==> config.mk <==
export PLATFORM = sky130hd
export DESIGN_NAME = leaky_relu_derivative_ctrl
export DESIGN_NICKNAME = d
export VERILOG_FILES = /design/src/rtl/leaky_relu_derivative_ctrl.sv
export SDC_FILE = /design/constraint.sdc
export NUM_CORES = 2
export LEC_CHECK = 0
export CAP_MARGIN = 20
export CORE_ASPECT_RATIO = 0.75
export CORE_MARGIN = 2
export CORE_UTILIZATION = 60
export CTS_BUF_LIST = sky130_fd_sc_hd__clkbuf_8
export DETAILED_ROUTE_END_ITERATION = 8
export PLACE_DENSITY = 0.91
export SETUP_SLACK_MARGIN = 0.4
export SYNTH_ARGS = -nofsm -noshare
export SYNTH_HDL_FRONTEND = slang
export SYNTH_SLANG_ARGS = --single-unit
==> constraint.sdc <==
create_clock -name clk -period 7.5 [get_ports clk]
set_input_delay 1.125 -clock clk [delete_from_list [all_inputs] [get_ports clk]]
set_output_delay 1.125 -clock clk [all_outputs]
set_load 0.01 [all_outputs]
==> src/rtl/leaky_relu_derivative_ctrl.sv <==
// Leaky-ReLU derivative controller: H cache, leak register and systolic lane sequencing.
// Latency: a gradient row accepted at edge t reaches lane i during cycle t+1+i.
// Backpressure: grad_ready stays high in RUN until the batch row count is reached.
// Optional feature macro: LR_D_CTRL_STALL_CNT_EN adds the stall_count output.
module leaky_relu_derivative_ctrl #(
  parameter int                 LANES      = 4,
  parameter int                 DEPTH      = 16,
  parameter logic signed [15:0] LEAK_RESET = 16'sh0003
) (
  input  logic                       clk,
  input  logic                       rst,
  input  logic                       cfg_valid,
  input  logic signed [15:0]         cfg_leak_factor,
  input  logic                       h_wr_en,
  input  logic [$clog2(DEPTH)-1:0]   h_wr_addr,
  input  logic [16*LANES-1:0]        h_wr_data,
  input  logic                       start,
  input  logic [$clog2(DEPTH):0]     num_rows,
  input  logic                       grad_valid,
  input  logic [16*LANES-1:0]        grad_data,
  output logic                       grad_ready,
  output logic [LANES-1:0]           lane_valid,
  output logic [16*LANES-1:0]        lane_data,
  output logic [16*LANES-1:0]        lane_H_data,
  output logic signed [15:0]         lane_leak_factor,
  input  logic [LANES-1:0]           child_valid_out,
  output logic                       busy,
  output logic                       done
`ifdef LR_D_CTRL_STALL_CNT_EN
  ,
  output logic [15:0]                stall_count
`endif
);

  localparam int AW = $clog2(DEPTH);
  localparam int CW = AW + 1;

  typedef enum logic [1:0] {IDLE, RUN, DRAIN, DONE} state_t;

  state_t             state;
  state_t             state_nxt;
  logic [CW-1:0]      rows;
  logic [CW-1:0]      issued;
  logic [CW-1:0]      completed;
  logic [CW-1:0]      eff_rows;
  logic signed [15:0] leak;
  logic [16*LANES-1:0] h_mem [DEPTH];
  logic [16*LANES-1:0] h_rd;
  logic               accept;
  logic               idle_start;

  // Only the last lane's return marks row completion; the others are not needed here.
  logic unused_child;
  assign unused_child = ^child_valid_out;

  assign eff_rows   = (num_rows > CW'(DEPTH)) ? CW'(DEPTH) : num_rows;
  assign idle_start = (state == IDLE) && start;
  assign accept     = grad_valid && grad_ready;
  assign h_rd       = h_mem[issued[AW-1:0]];

  // State register.
  always_ff @(posedge clk or negedge rst) begin
    if (!rst) state <= IDLE;
    else      state <= state_nxt;
  end

  // Next-state logic.
  always_comb begin
    state_nxt = state;
    case (state)
      IDLE:  if (start) state_nxt = (eff_rows == '0) ? DONE : RUN;
      RUN:   if (accept && (issued + CW'(1) == rows)) state_nxt = DRAIN;
      DRAIN: if (completed == rows) state_nxt = DONE;
      DONE:  state_nxt = IDLE;
      default: state_nxt = IDLE;
    endcase
  end

  // State-decoded outputs.
  always_comb begin
    busy       = 1'b0;
    done       = 1'b0;
    grad_ready = 1'b0;
    case (state)
      RUN: begin
        busy       = 1'b1;
        grad_ready = (issued < rows);
      end
      DRAIN: busy = 1'b1;
      DONE:  done = 1'b1;
      default: ;
    endcase
  end

  // Leak factor register; only writable between batches so a batch sees one value.
  always_ff @(posedge clk or negedge rst) begin
    if (!rst)                             leak <= LEAK_RESET;
    else if (state == IDLE && cfg_valid)  leak <= cfg_leak_factor;
  end

  assign lane_leak_factor = leak;

  // H cache; frozen outside IDLE.
  always_ff @(posedge clk or negedge rst) begin
    if (!rst) begin
      for (int r = 0; r < DEPTH; r++) h_mem[r] <= '0;
    end else if (state == IDLE && h_wr_en) begin
      h_mem[h_wr_addr] <= h_wr_data;
    end
  end

  // Batch row count, issue counter and completion counter.
  always_ff @(posedge clk or negedge rst) begin
    if (!rst) begin
      rows      <= '0;
      issued    <= '0;
      completed <= '0;
    end else if (idle_start) begin
      rows      <= eff_rows;
      issued    <= '0;
      completed <= '0;
    end else begin
      if (accept) issued <= issued + CW'(1);
      if ((state == RUN || state == DRAIN) && child_valid_out[LANES-1])
        completed <= completed + CW'(1);
    end
  end

  // Per-lane delay lines: lane i sees the row i+1 cycles after acceptance.
  // Idle slots carry zero data so lanes never see stale values.
  for (genvar i = 0; i < LANES; i++) begin : g_lane
    logic [i:0]  v_sr;
    logic [15:0] g_sr [i+1];
    logic [15:0] h_sr [i+1];

    // Shift the lane's valid, gradient and H slice by one stage per cycle.
    always_ff @(posedge clk or negedge rst) begin
      if (!rst) begin
        v_sr <= '0;
        for (int j = 0; j <= i; j++) begin
          g_sr[j] <= '0;
          h_sr[j] <= '0;
        end
      end else begin
        v_sr[0] <= accept;
        g_sr[0] <= accept ? grad_data[16*i +: 16] : 16'h0000;
        h_sr[0] <= accept ? h_rd[16*i +: 16]      : 16'h0000;
        for (int j = 1; j <= i; j++) begin
          v_sr[j] <= v_sr[j-1];
          g_sr[j] <= g_sr[j-1];
          h_sr[j] <= h_sr[j-1];
        end
      end
    end

    assign lane_valid[i]            = v_sr[i];
    assign lane_data[16*i +: 16]    = g_sr[i];
    assign lane_H_data[16*i +: 16]  = h_sr[i];
  end

`ifdef LR_D_CTRL_STALL_CNT_EN
  // Count RUN cycles where the controller was ready but no gradient was offered.
  always_ff @(posedge clk or negedge rst) begin
    if (!rst)
      stall_count <= '0;
    else if (idle_start)
      stall_count <= '0;
    else if (grad_ready && !grad_valid && stall_count != 16'hFFFF)
      stall_count <= stall_count + 16'd1;
  end
`endif

endmodule

==> metrics <==
clock-pin slew on the worst setup and hold paths=0.07 ns; slew margin rel.=24.74%; RSZ-0062 raised after global routing=false; worst skew pair latency=0.89 ns; mean area per synthesized cell=17.04 um2; Slew Viols, Final=0; initial antenna violation count=15; Die X=360.0 um; worst setup path start=issued[1]; Setup-failing EPs final=0; die height=271.0 um; Sink Count=1,381; synthesis-to-finish area growth=12.97%; Max stage delay on crit path=1.08 ns; # DRC=0; Worst Tran Pin Value=1.126 ns; fin crit share=60.63%; Post-Layout Cell Count=4,947; startpoint types=register; status=complete, no violations; I/O Pins=314; hold_buf cts=0; FP Rows=97; Yosys cell types=40; Post-Place Cells=4,584; largest net degree at the start of global routing=188; most frequent cells in the layout=1,375 x dfrtp_1, 1,007 x mux2_2, 320 x mux4_2; Hold Path Class=in2async; worst-path cell chain=ha_1 -> nor2b_1 -> o2111a_1 -> nor2_1 -> clkdlybuf4s50_1; Max rail drop VDD=255.5 uV; buffer depth of the longest clock path=3; r2r setup slk=3.35 ns; critical path class=reg2out; Post-Syn Instances=3,347; Core Area=93,820 um2; CTS tree=built; Setup TNS=0 ns; Final Critical Period=4.547 ns; via count of the first global-routing pass=33,186; share of cells above drive strength 1=45.54%; Root Buffer=clkbuf_8; Yosys reg bits=1,381; first-pass GRT wire length=198,400 um; post-route ant nets=0; commonest non-fill, non-tap cell in the layout=dfrtp_1; gr usage total=26.73%; max cap viols=0; Warnings, synthesis=0; critical path peak fanout=64; Post-CTS Setup Bufs=0; synthesized cell area=57,030 um2; GR Overflow Total=0; Mapped Nets=3,522; dpl ws=2.938 ns; Initial DRT Pass Iterations=5; Fillers=5,802; CP required=6.38 ns; Die ar.=97,560 um2; PD cells=382.6 nW/um2; vias=30,015; r2r startpoint=issued[1]; final layout net count=3,720; Final Hold Violating Endpoints=0; Crit. End Element=output port; H-tree Lvls=4; Leak=29.46 nW; initial cell density of the core=60.79%; critical path's slowest cell=dfrtp_4; Seq/Total Area, Yosys=60.60%; Layout Skew=0.03503 ns; critical path arrival=3.42 ns; Final HPWL DP=68,240 um; cts repair resizes=0; RePlAce Congestion=0.7491; Starting DRT DRC Count=2,513; final worst setup slack=2.953 ns; fmax=0.2199 GHz; port buffer count=310; reg2reg end=g_lane[3].g_sr[62]; final wirelength=126,600 um; Reg2Reg Depth=7; number of vias per cell=6.067; wire per inst=25.58 um; clock buffer count from CTS=195
-- sequential cells by signal (all words and copies together) (netlist names) --
name	count
rows	5
issued	5
lane_H_data	48
state	2
lane_leak_factor	16
g_lane.v_sr	4
h_mem	1024
g_lane.g_sr	112
g_lane.h_sr	112
lane_data	48
completed	5
-- stage by stage --
step | hold WS [ns] | util, % | total power [mW] | area, um2
finish | 0.2376 | 68.67 | 24.65 | 64430
global route | 0.3034 | 68.67 | 25.90 | 64420
CTS | 0.2331 | 68.62 | 24.81 | 64370
detailed placement | 0.3347 | 64.32 | 18.68 | 60340
global placement | 0.3312 | 64.32 | 18.13 | 60340
floorplan | 0.3312 | - | 16.73 | 57030
-- layer usage --
layer / part of all wire (%) / global-route usage (%) / wire length (um) / vias up
met5: 0.042 / 0 / 53 / -
met4: 3.0 / 10.81 / 3788 / 8
met3: 5.3 / 4.987 / 6735 / 261
met2: 50 / 43.55 / 63820 / 871
met1: 41 / 36.06 / 52160 / 16388
li1: - / - / - / 12487
-- cell type report --
| cell class | count | area [um2] | area share [%] |
|---|---|---|---|
| Tap cell | 1237 | 1548 | 2.402 |
| Clock buffer | 251 | 3455 | 5.362 |
| Clock inverter | 101 | 581.8 | 0.9031 |
| Multi-Input combinational cell | 1601 | 20590 | 31.97 |
| Antenna cell | 10 | 25.02 | 0.03884 |
| Inverter | 11 | 43.79 | 0.06797 |
| Timing Repair Buffer | 355 | 3603 | 5.593 |
| Sequential cell | 1381 | 34580 | 53.67 |
-- worst max-delay path, delay by kind of cell (launching register included) --
| kind | cells | cell delay (ns) |
|---|---|---|
| compound gates | 1 | 0.24 |
| fa+ha+maj | 1 | 0.38 |
| buf+inv | 1 | 0.58 |
| flops | 1 | 1.08 |
| simple gates | 2 | 0.26 |
-- report_power, final --
part	switching (mW)	internal, mW
Combinational	2.38	4.32
Clock	2.86	3.14
Sequential	1.60	10.4
Total	6.83	17.8
-- cells in the mapped netlist (all sizes together) --
master,count,share of area [%]
dfrtp,1379,61
mux2,1040,21
mux4,320,13
buf,237,2.6
and2,130,1.4
clkbuf,117,0.77
nor2,24,0.16
ha,12,0.26
inv,11,0.072
nand2,11,0.072
xnor2,10,0.15
xor2,7,0.11
o21ai,6,0.053
nand3,5,0.044
nand3b,4,0.053
a21oi,3,0.026
mux2i,3,0.053
nand2b,3,0.033
nand4,3,0.033
or4,3,0.039
dfstp,2,0.092
nand4b,2,0.031
nor3,2,0.026
or3,2,0.022
a211oi,1,0.013
a31oi,1,0.011
and3,1,0.011
nor2b,1,0.011
nor4,1,0.022
o2111a,1,0.020
o311ai,1,0.015
o31ai,1,0.013
o41ai,1,0.015
or3b,1,0.015
or4b,1,0.018
-- worst max path at each step --
stage | end | cells after the start
after detailed placement | h_mem[774] | 6
after global routing | grad_ready | 5
after floorplan | grad_ready | 8
final | grad_ready | 5
after CTS | grad_ready | 5
after global placement | h_mem[776] | 6
-- logic make-up after synthesis --
logic type      synth area share, %
mux                           33.23
fa+ha+maj                    0.2633
buf+inv                       3.466
xor+xnor                     0.2611
simple gates                  2.014
flops                         60.60
compound gates               0.1668
Power figures use the tool's default switching activity.
